File: src/rtl/wb_decoder.sv
// Single-master, three-slave Wishbone B4 classic-cycle interconnect: decodes the
// master address, latches the selected slave and terminates unmapped/hung accesses with err.
module wb_decoder #(
  parameter logic [31:0] S0_BASE = 32'h0000_0000,
  parameter logic [31:0] S0_MASK = 32'hFFFF_C000,
  parameter logic [31:0] S1_BASE = 32'h0001_0000,
  parameter logic [31:0] S1_MASK = 32'hFFFF_FF00,
  parameter logic [31:0] S2_BASE = 32'h0001_0100,
  parameter logic [31:0] S2_MASK = 32'hFFFF_FF00,
  parameter int unsigned TIMEOUT = 16
) (
  input  logic        clk_i,
  input  logic        rst_ni,
  input  logic        m_cyc_i,
  input  logic        m_stb_i,
  input  logic        m_we_i,
  input  logic [31:0] m_adr_i,
  input  logic [3:0]  m_sel_i,
  input  logic [31:0] m_dat_i,
  output logic [31:0] m_dat_o,
  output logic        m_ack_o,
  output logic        m_err_o,
  output logic        m_rty_o,
  output logic        m_stall_o,
  output logic [2:0]  s_cyc_o,
  output logic [2:0]  s_stb_o,
  output logic [31:0] s_adr_o,
  output logic [3:0]  s_sel_o,
  output logic [31:0] s_dat_o,
  output logic        s_we_o,
  input  logic [95:0] s_dat_i,
  input  logic [2:0]  s_ack_i,
  input  logic [2:0]  s_err_i,
  input  logic [2:0]  s_rty_i,
  input  logic [2:0]  s_stall_i
);

  localparam int unsigned TW = 8;
  localparam logic [TW-1:0] TIMER_LAST = TW'(TIMEOUT - 1);

  localparam logic [1:0] IDLE   = 2'd0;
  localparam logic [1:0] BUSY   = 2'd1;
  localparam logic [1:0] DECERR = 2'd2;

  logic [1:0]    state_q, state_d;
  logic [1:0]    sel_q, sel_d;
  logic [TW-1:0] timer_q, timer_d;

  logic [2:0]  match;
  logic        hit;
  logic [1:0]  dec_sel;
  logic [2:0]  dec_oh;
  logic [2:0]  busy_oh;
  logic [31:0] busy_dat;
  logic        resp_ack, resp_err, resp_rty;

  assign match = {(m_adr_i & S2_MASK) == S2_BASE,
                  (m_adr_i & S1_MASK) == S1_BASE,
                  (m_adr_i & S0_MASK) == S0_BASE};
  assign hit   = |match;

  // Priority decode: the lowest matching slave index wins.
  always_comb begin
    dec_sel = 2'd0;
    dec_oh  = 3'b000;
    if (match[0]) begin
      dec_sel = 2'd0;
      dec_oh  = 3'b001;
    end else if (match[1]) begin
      dec_sel = 2'd1;
      dec_oh  = 3'b010;
    end else if (match[2]) begin
      dec_sel = 2'd2;
      dec_oh  = 3'b100;
    end
  end

  // One-hot view and read-data lane of the latched slave.
  always_comb begin
    busy_oh  = 3'b000;
    busy_dat = '0;
    case (sel_q)
      2'd0: begin busy_oh = 3'b001; busy_dat = s_dat_i[31:0];  end
      2'd1: begin busy_oh = 3'b010; busy_dat = s_dat_i[63:32]; end
      2'd2: begin busy_oh = 3'b100; busy_dat = s_dat_i[95:64]; end
      default: ;
    endcase
  end

  // Responses count only from the latched slave while the master holds cyc.
  assign resp_ack = m_cyc_i & |(s_ack_i & busy_oh);
  assign resp_err = m_cyc_i & |(s_err_i & busy_oh);
  assign resp_rty = m_cyc_i & |(s_rty_i & busy_oh);

  always_ff @(posedge clk_i or negedge rst_ni) begin
    if (!rst_ni) begin
      state_q <= IDLE;
      sel_q   <= 2'd0;
      timer_q <= '0;
    end else begin
      state_q <= state_d;
      sel_q   <= sel_d;
      timer_q <= timer_d;
    end
  end

  always_comb begin
    state_d   = state_q;
    sel_d     = sel_q;
    timer_d   = timer_q;
    s_cyc_o   = 3'b000;
    s_stb_o   = 3'b000;
    m_ack_o   = 1'b0;
    m_err_o   = 1'b0;
    m_rty_o   = 1'b0;
    m_stall_o = 1'b0;
    m_dat_o   = '0;

    case (state_q)
      IDLE: begin
        m_stall_o = |(s_stall_i & dec_oh);
        if (m_cyc_i && m_stb_i) begin
          if (hit) begin
            s_cyc_o = dec_oh;
            s_stb_o = dec_oh;
            state_d = BUSY;
            sel_d   = dec_sel;
            timer_d = '0;
          end else begin
            state_d = DECERR;
          end
        end
      end
      BUSY: begin
        m_stall_o = |(s_stall_i & busy_oh);
        s_cyc_o   = m_cyc_i ? busy_oh : 3'b000;
        s_stb_o   = (m_cyc_i && m_stb_i) ? busy_oh : 3'b000;
        m_ack_o   = resp_ack;
        m_err_o   = resp_err;
        m_rty_o   = resp_rty;
        m_dat_o   = resp_ack ? busy_dat : '0;
        if (!m_cyc_i) begin
          state_d = IDLE;
        end else if (resp_ack || resp_err || resp_rty) begin
          state_d = IDLE;
        end else begin
          timer_d = timer_q + 8'd1;
          if (timer_q == TIMER_LAST) state_d = DECERR;
        end
      end
      DECERR: begin
        m_err_o = 1'b1;
        state_d = IDLE;
      end
      default: state_d = IDLE;
    endcase

    // Reset silences every slave strobe and master response immediately.
    if (!rst_ni) begin
      s_cyc_o   = 3'b000;
      s_stb_o   = 3'b000;
      m_ack_o   = 1'b0;
      m_err_o   = 1'b0;
      m_rty_o   = 1'b0;
      m_stall_o = 1'b0;
      m_dat_o   = '0;
    end
  end

  assign s_adr_o = m_adr_i;
  assign s_dat_o = m_dat_i;
  assign s_sel_o = m_sel_i;
  assign s_we_o  = m_we_i;

endmodule

File: config.mk
export PLATFORM = sky130hd
export DESIGN_NAME = wb_decoder
export DESIGN_NICKNAME = d
export VERILOG_FILES = /design/src/rtl/wb_decoder.sv
export SDC_FILE = /design/constraint.sdc
export NUM_CORES = 1
export LEC_CHECK = 0
export CORE_AREA = 4 4 112 114
export DETAILED_ROUTE_END_ITERATION = 12
export DIE_AREA = 0 0 116 118
export PLACE_DENSITY = 0.67
export SLEW_MARGIN = 10
export SYNTH_ARGS = -nofsm -noshare
export SYNTH_HDL_FRONTEND = slang
export SYNTH_SLANG_ARGS = --single-unit
File: constraint.sdc
create_clock -name clk_i -period 3.23 [get_ports clk_i]
set_clock_uncertainty 0.15 [all_clocks]
set_input_delay 0.8075 -clock clk_i [delete_from_list [all_inputs] [get_ports clk_i]]
set_output_delay 0.8075 -clock clk_i [all_outputs]
set_load 0.02 [all_outputs]
-- Word level (Yosys, flattened, before mapping)
Index checks and enable logic that the tools add are counted.
- flip-flop bits (word level): 12
- bits in latches: 0
- bits in writable memories: 0
- ROM bits: 0
- bits of input ports: 181
- logic and storage cells: 78
- memories kept: 0
- $add $sub $neg: 1
- multiply operators: 0
- div/mod/pow operators: 0
- order comparisons: 0
- equal/unequal tests: 12
- shifts and indexed selects: 0
- multiplexer cells: 38
- bitwise gates (word level): 8
- reductions and logical operators: 16
- operators by type and width (operator ; count):
    32-bit two-way mux ; 3
    32-bit case mux with 3 select lines ; 1
    24-bit by 9-bit == test with 1-bit output (second input constant) ; 2
    32-bit zero test ; 1
    8-bit two-way mux ; 4
    3-bit two-way mux ; 9
    3-bit OR reduction ; 6
    2-bit two-way mux ; 8
    8-bit case mux with 2 select lines ; 1
    3-bit bitwise AND ; 5
    3-bit case mux with 2 select lines ; 2
    3-bit case mux with 3 select lines ; 1
    8-bit by 1-bit adder with 8-bit output (second input constant) ; 1
    8-bit by 4-bit == test with 1-bit output (second input constant) ; 1
    2-bit != test (second input constant) ; 4
    1-bit two-way mux ; 6
    5-bit AND reduction ; 1
    2-bit by 1-bit == test with 1-bit output (second input constant) ; 2
    2-bit == test (second input constant) ; 2
    2-bit zero test ; 2
    4-bit != test (second input constant) ; 1
    1-bit case mux with 2 select lines ; 2
    2-bit case mux with 2 select lines ; 1
    1-bit bitwise AND ; 3
    other kinds (5) ; 6

-- Depth between registers and ports, before layout
Gate-level depths: netlist of run 1.
- word-level depth: 10
- depth in mapped cells: 7
- gate-level depth less buffers: 6

-- Least setup slack after synthesis of run 1
OpenSTA, ideal clock, no wires.
- kind: input to output
- start: input port m_adr_i[9]
- end: output port m_stall_o
- data arrival time: 2.165 ns
- data required time: 2.273 ns
- path slack: 0.108 ns
- cell stages on the path: 5
- cells stage by stage: nor4_1 -> nand3_1 -> a2bb2oi_1 -> or3b_1 -> a21boi_1
- cells in the longest elaborated chain, start to end: 8
- elaborated cells on any way between the ends: 9
- classes of those cells: eq/ne (2); mux (5); bitwise (1); reduce/logical (1)
- ends and longest elaborated chain (what ; RTL line ; text):
    from (decl) ; 17 ; input logic [31:0] m_adr_i,
    24-bit by 9-bit == test with 1-bit output ; 57 ; assign match = {(m_adr_i & S2_MASK) == S2_BASE,
    3-bit two-way mux ; 72 ; end else if (match[2]) begin
    3-bit two-way mux * ; 69 ; end else if (match[1]) begin
    3-bit two-way mux * ; 66 ; if (match[0]) begin
    3-bit bitwise AND * ; 121 ; m_stall_o = |(s_stall_i & dec_oh);
    3-bit OR reduction * ; 121 ;
    1-bit case mux with 2 select lines * ; 119 ; case (state_q)
    1-bit two-way mux * ; 159 ; if (!rst_ni) begin
    to (decl) ; 24 ; output logic m_stall_o,
Mark *: on every way between the ends. The rest lies on a longest branch, timed or not.

-- Final worst setup path of run 1
- start: input port m_adr_i[15]
- end: output port m_stall_o
- cells in the longest elaborated chain, start to end: 8
- elaborated cells on any way between the ends: 10
- classes of those cells: eq/ne (2); mux (5); bitwise (1); reduce/logical (2)
- ends and longest elaborated chain (what ; RTL line):
    24-bit by 9-bit == test with 1-bit output ; 57
    3-bit two-way mux ; 72
    3-bit two-way mux ; 69
    3-bit two-way mux * ; 66
    3-bit bitwise AND * ; 121
    3-bit OR reduction * ; 121
    1-bit case mux with 2 select lines * ; 119
    1-bit two-way mux * ; 159
Marks and branches as above.

==> results of run 1 <==
==> per-stage QoR <==
stage | hold slack (ns) | utilization, %
6_report | 0.3617 | 40.76
5_1_grt | 0.3929 | 40.76
4_1_cts | 0.3685 | 38.33
3_5_place_dp | 0.3581 | 37.64
3_3_place_gp | 0.3467 | 37.64
2_1_floorplan | 0.3282 | -
==> state kept, by name (all words and copies together), names as in the netlist <==
| name | cells |
|---|---|
| sel_q | 2 |
| state_q | 2 |
| timer_q | 8 |
==> final cells by class <==
cell class / count / area share (%)
clock buffers: 4 / 1.909
inverters: 7 / 0.5645
multi-input cells: 239 / 37.10
flip-flops and latches: 12 / 6.478
well taps: 143 / 3.844
repair buffers: 254 / 50.11
==> power groups by stage <==
stage | Sequential, uW | Combinational, uW | Clock (uW)
final | 162 | 413 | 259
after global routing | 163 | 444 | 267
after CTS | 162 | 404 | 262
after detailed placement | 165 | 393 | 0
after global placement | 164 | 390 | 0
after floorplan | 164 | 231 | 0
==> logic make-up (layout without fill, tap and decap cells) <==
family | count (synthesis) | in the layout | synth area share, %
AO/OA/AOI/OAI | 66 | 66 | 18.48
flip-flops | 12 | 12 | 12.32
multiplexers | 37 | 37 | 15.20
AND/OR/NAND/NOR | 132 | 132 | 26.08
adder cells (fa/ha/maj) | 4 | 4 | 2.053
buffers and inverters | 94 | 265 | 25.87
==> how the worst max path moves through the flow <==
stage	start	end	cells after the start
2_1_floorplan	m_adr_i[9]	m_stall_o	5
3_3_place_gp	m_adr_i[9]	m_stall_o	7
3_5_place_dp	m_adr_i[11]	m_stall_o	7
4_1_cts	m_adr_i[14]	m_stall_o	7
5_1_grt	m_adr_i[15]	m_stall_o	7
6_report	m_adr_i[15]	m_stall_o	7
==> timing repair <==
item	in CTS	in global routing
gates resized for setup	223	105
setup endpoints to repair	41	40
setup buffers	12	4
cloned	0	3
pin swaps	13	12
==> Yosys cell counts (3+ instances only) <==
cell,number,area [um2]
a21o_1,5,37.54
a21oi_1,36,180.2
and2_1,3,18.77
buf_2,3,15.01
buf_4,71,533.0
clkbuf_1,12,45.04
dfrtp_1,12,300.3
ha_1,4,50.05
inv_1,7,26.28
mux2i_1,37,370.4
nand2_1,21,78.83
nand3_1,6,30.03
nand4_1,3,18.77
nor2_1,71,266.5
nor2b_1,5,31.28
nor3_1,5,25.02
nor4_2,3,37.54
o211ai_1,5,37.54
==> worst register-to-register path, stage by stage, from the launching register on <==
cell,delay [ns]
dfrtp_1,0.36
inv_1,0.07
ha_1,0.23
nand3_2,0.13
nor4_4,0.06
buf_4,0.13
buf_4,0.12
buf_4,0.13
buf_4,0.13
buf_4,0.13
buf_4,0.12
buf_4,0.12
buf_4,0.12
buf_4,0.12
buf_4,0.12
a21o_1,0.15
==> metal layers <==
layer / wire (um) / GRT usage [%] / up-vias
li1: - / - / 1465
met1: 4395 / 17.47 / 1426
met2: 6464 / 29.17 / 146
met3: 1018 / 4.730 / 18
met4: 159 / 2.828 / 0
met5: 0 / 0 / -
==> flow_summary_export.csv, run 1 <==
group,metric,value,unit
run_status,status,"finished, final reports clean",
timing,fin_crit,3.226,ns
worst_setup_path,max_stage_delay,0.38,ns
power,power_leakage,0.001967,uW
power,combPwrFrac,49.5,%
timing,final.setup.tns,0,ns
worst_setup_path,r2r_end,"sel_q[0]",
global_routing,grt_usage,15.71,%
power,seq_power_share,19.5,%
global_routing,grt_pass1_vias,3223,
power,switching_share,29.31,%
final_layout,num_antenna_cells,0,
placement,dpl.hpwl,9069,um
global_routing,antenna_found_initial,0,
timing,slew_headroom,65.75,%
route,routed_wl,12040,um
final_layout,drive_gt1_share,31.78,%
floorplanning,die_height,118,um
final_layout,area_growth,90.96,%
route,drt_iter0_drc,150,
floorplanning,core-area,11420,um2
worst_hold_path,hold_path.class,"register to register",
worst_setup_path,cp-end-kind,"output port",
timing,setup_ws,0.003736,ns
yosys,synthArstFlopShare,100.0,%
worst_setup_path,timing.rr.start,"state_q[0]",
final_layout,mostFrequentLayoutCell,"clkdlybuf4s50_1",
yosys,synthCells,345,
route,drc,0,
timing,drv_slew,0,
route,wl_per_cell,18.27,um
yosys,synthesis.area,2437,um2
yosys,ys.flop_type,"dfrtp_1",
route,post_drt_via_cell_ratio,4.636,
clock_tree,path_clk_slew,0.04,ns
placement,placed_area,4298,um2
final_layout,final_cells,659,
power,power_density,179.2,nW/um2
yosys,syn_nets,530,
clock_tree,cts_buffers,3,
worst_setup_path,worstPathMaxFanout,2,
route,num_vias,3055,
timing,setup_violations,0,
floorplanning,dieArea,13690,um2
yosys,synth-edff-count,0,
worst_setup_path,crit_buf_inv,2,
floorplanning,core.rowCount,39,
placement,placed_cells,636,
timing,period_share,99.88,%
route,postRouteAntennaNets,0,
route,drt-pass1-iter-count,4,
power,p_int,589.8,uW
placement,io_buffers,201,
clock_tree,cts_tree,"yes",
final_layout,multi_input_area,1727,um2
worst_hold_path,hold-path-endpoint,"state_q[0]",
timing,worst_pin_slew,0.5115,ns
final_layout,regArea,301.5,um2
placement,gp_congestion,0.8071,
timing,hold_viol,0,
floorplanning,start_util,21.35,%
power,max-vdd-ir-drop,0.2478,mV
global_routing,grt_max_degree,34,
power,fin_total_pwr,834.3,uW
clock_tree,clock-sinks,12,
global_routing,grt_overflow,0,
yosys,synth_seq_area_share,12.32,%
yosys,yosysWarnings,0,
worst_setup_path,start_kind,"input port",
clock_tree,hold_buffers,0,
clock_tree,clk_path_buf_depth,2,
final_layout,finalInstanceArea,4654,um2
final_layout,final_cell_mix,"clkdlybuf4s50_1, buf_4, nor2_1",
placement,pre_cts_ws,-0.9227,ns
worst_setup_path,path_cells,"dlygate4sd2_1, nor3_2, nand3_2, a2bb2oi_2, or3b_4, a21boi_2, buf_6",
floorplanning,boundaryPins,292,
worst_setup_path,reg2reg_depth,15,
yosys,synth_cell_types,49,
yosys,avgSynthCellArea,7.065,um2
clock_tree,cts_root_buf,"clkbuf_16",
worst_setup_path,path_class,"input port to output port",
job,maxCapViolCount,0,
worst_hold_path,min-delay-start,"state_q[0]",
clock_tree,clk_latency,0.25,ns
worst_setup_path,slowest_stage,"or3b_4",
power,p_switching,244.5,uW
timing,max_freq,310.0,MHz
timing,grt_setup_unrepaired,"yes",
worst_setup_path,timing.reg2reg.setup_slack,0.73,ns
worst_setup_path,cp.arrival,2.27,ns
yosys,synth-seq-cells,12,
power,p_clk_share,31.0,%
worst_hold_path,hold_depth,1,
global_routing,grt_pass1_wl,17430,um
final_layout,fill_cells,1179,
floorplanning,die_w,116,um
final_layout,layout.nets,702,
worst_setup_path,cpLargestDelayFamily,"simple AND/OR/NAND/NOR gates",
clock_tree,htree_num_levels,1,
worst_setup_path,required,2.27,ns
Note: power is estimated with default switching activity, not from simulation.
==> run 2: changes to the inputs <==
--- a/config.mk
+++ b/config.mk
@@ -5,10 +5,11 @@
 export SDC_FILE = /design/constraint.sdc
 export NUM_CORES = 1
 export LEC_CHECK = 0
-export CORE_AREA = 4 4 112 114
+export ABC_AREA = 1
+export CORE_AREA = 4 4 110 112
 export DETAILED_ROUTE_END_ITERATION = 12
-export DIE_AREA = 0 0 116 118
-export PLACE_DENSITY = 0.67
+export DIE_AREA = 0 0 114 116
+export PLACE_DENSITY = 0.68
 export SLEW_MARGIN = 10
 export SYNTH_ARGS = -nofsm -noshare
 export SYNTH_HDL_FRONTEND = slang
==> flow_summary_export.csv, run 2 <==
group,metric,value,unit
run_status,status,"finished, final reports clean",
yosys,synthCells,400,
worst_setup_path,path_cells,"clkdlybuf4s50_1, buf_6, nand2_1, inv_1, o21ai_0, buf_4, nor2_1, buf_2",
yosys,ys_top_cells_by_count,"nand2_1, buf_4, nor2_1",
power,fin_total_pwr,866.3,uW
clock_tree,path_clk_slew,0.04,ns
final_layout,fill_cells,1199,
yosys,synth_top_area_share,22.27,%
final_layout,largest-register,"timer_q",
clock_tree,clk_path_buf_depth,2,
power,switching_share,31.97,%
power,power_leakage,0.001963,uW
timing,slew_headroom,72.94,%
yosys,synthArstFlopShare,100.0,%
placement,placed_cells,690,
global_routing,antenna_found_initial,0,
final_layout,final_cell_mix,"clkdlybuf4s50_1, nand2_1, buf_4",
final_layout,largest_reg_flops,8,
floorplanning,dieArea,13220,um2
worst_setup_path,required,2.27,ns
timing,period_share,97.98,%
global_routing,grt_overflow,0,
final_layout,finalInstanceArea,4292,um2
route,routed_wl,11970,um
floorplanning,core-area,11220,um2
job,maxCapViolCount,0,
yosys,ys_top_cells_by_area,"buf_4, nand2_1, dfrtp_1",
final_layout,area_growth,84.51,%
timing,fin_crit,3.165,ns
floorplanning,core.rowCount,39,
placement,placed_area,4192,um2
yosys,ys.flop_type,"dfrtp_1",
timing,max_freq,316.0,MHz
clock_tree,clock-sinks,12,
placement,dpl.hpwl,10330,um
power,p_int,589.4,uW
floorplanning,boundaryPins,292,
timing,drv_slew,0,
placement,io_buffers,201,
final_layout,top_regs,"timer_q (8), sel_q (2), state_q (2)",
power,p_switching,277.0,uW
route,drc,0,
worst_hold_path,hold_path.class,"register to register",
timing,worst_pin_slew,0.4060,ns
clock_tree,cts_root_buf,"clkbuf_16",
power,combPwrFrac,51.9,%
worst_setup_path,start_kind,"input port",
placement,pre_cts_ws,-0.5546,ns
global_routing,grt_pass1_vias,3294,
worst_setup_path,worstPathMaxFanout,14,
yosys,synthesis.area,2326,um2
route,postRouteAntennaNets,0,
yosys,syn_nets,585,
clock_tree,clk_latency,0.24,ns
final_layout,layout.nets,737,
power,seq_power_share,18.7,%
global_routing,grt_usage,17.17,%
final_layout,drive_gt1_share,21.05,%
timing,finalHoldWorstSlack,0.3131,ns
final_layout,mostFrequentLayoutCell,"clkdlybuf4s50_1",
worst_setup_path,path_class,"input port to output port",
final_layout,final_cells,694,
yosys,avgSynthCellArea,5.815,um2
route,drt-pass1-iter-count,5,
power,power_density,201.9,nW/um2
yosys,yosysTopAreaCell,"buf_4",
global_routing,grt_max_degree,34,
yosys,synth-edff-count,0,
worst_setup_path,cp.arrival,2.21,ns
clock_tree,hold_buffers,0,
timing,setup_ws,0.06532,ns
timing,setup_violations,0,
route,wl_per_cell,17.24,um
yosys,synth_cell_types,31,
placement,gp_congestion,0.8229,
floorplanning,start_util,20.72,%
timing,hold_viol,0,
power,max-vdd-ir-drop,0.1335,mV
yosys,yosysWarnings,0,
final_layout,num_antenna_cells,0,
global_routing,grt_pass1_wl,17930,um
clock_tree,post_cts_buffers,0,
power,p_clk_share,29.4,%
route,post_drt_via_cell_ratio,4.597,
worst_setup_path,max_stage_delay,0.52,ns
floorplanning,die_height,116,um
yosys,synth.most_common_cell,"nand2_1",
route,drt_iter0_drc,128,
yosys,synth-seq-cells,12,
clock_tree,htree_num_levels,1,
route,num_vias,3190,
worst_setup_path,cp-end-kind,"output port",
clock_tree,cts_tree,"yes",
yosys,synth_seq_area_share,12.91,%
floorplanning,die_w,114,um
timing,grt_setup_unrepaired,"yes",
clock_tree,cts_buffers,3,
worst_setup_path,slowest_stage,"clkdlybuf4s50_1",
-- run 2: cell types whose count changed after synthesis, moves of 13 or more --
cell and change:
nand2_1 +117, inv_1 +13, nor2_1 -29, a31oi_1 +29, a21oi_1 -29, mux2i_1 -37
-- run 2: path summary, 6_finish.rpt --
path | start | slack [ns] | cells after the start | to
setup / recovery | rst_ni | 0.07 | 8 | s_stb_o[0]
hold / removal | timer_q[7] | 0.31 | 2 | timer_q[7]
setup reg to reg | sel_q[1] | 1.29 | 11 | timer_q[5]
hold reg to reg | timer_q[7] | 0.31 | 2 | timer_q[7]
max in group asynchronous | rst_ni | 2.00 | 2 | timer_q[6]
min in group asynchronous | rst_ni | 0.78 | 2 | timer_q[4]
-- run 2: critical path, delay by kind of cell --
family          cells  cell delay [ns]
compound gates      1             0.09
buf+inv             5             1.14
simple gates        2             0.17
-- run 2: cells by family after synthesis --
group	Yosys count	synth area share (%)
AOI/OAI and AO/OA	54	14.26
xor gates and xnor gates	1	0.3766
adders and majority gates	4	2.152
buffers and inverters	109	29.48
DFF	12	12.91
and+or+nand+nor	220	40.83
-- run 2: layout make-up --
type,instances,area [um2],share of cell area (%)
tap,143,178.9,4.169
multi-input combinational,279,1470,34.26
sequential,12,300.3,6.997
timing repair buffer,232,2163,50.41
clock buffer,4,88.84,2.070
inverter,24,90.09,2.099
-- run 2: through the flow --
| step | setup TNS (ns) | util, % |
|---|---|---|
| 2_1_floorplan | 0 | - |
| 3_3_place_gp | -16.54 | 37.35 |
| 3_5_place_dp | -15.81 | 37.35 |
| 4_1_cts | -0.1076 | 37.60 |
| 5_1_grt | -0.1499 | 38.24 |
| 6_report | 0 | 38.24 |
-- run 2: layer usage --
metal,GRT usage [%],share of wire [%],vias to the layer above
li1,-,-,1542
met1,18.11,36,1471
met2,34.07,55,169
met3,4.961,8.3,8
met4,2.692,0.80,0
met5,0,0,-
-- run 2: timing repair --
| action | in CTS | in global routing |
|---|---|---|
| hold endpoints to repair | 0 | 0 |
| setup endpoints to repair | 41 | 37 |
| pin swaps | 2 | 14 |
| gates resized for setup | 175 | 78 |
-- run 2: power by group through the flow --
| stage | sequential, uW | combinational, uW | clock [uW] |
|---|---|---|---|
| CTS | 161 | 447 | 259 |
| floorplan | 162 | 273 | 0 |
| detailed placement | 164 | 446 | 0 |
| global route | 162 | 483 | 269 |
| global placement | 163 | 436 | 0 |
| finish | 162 | 450 | 254 |
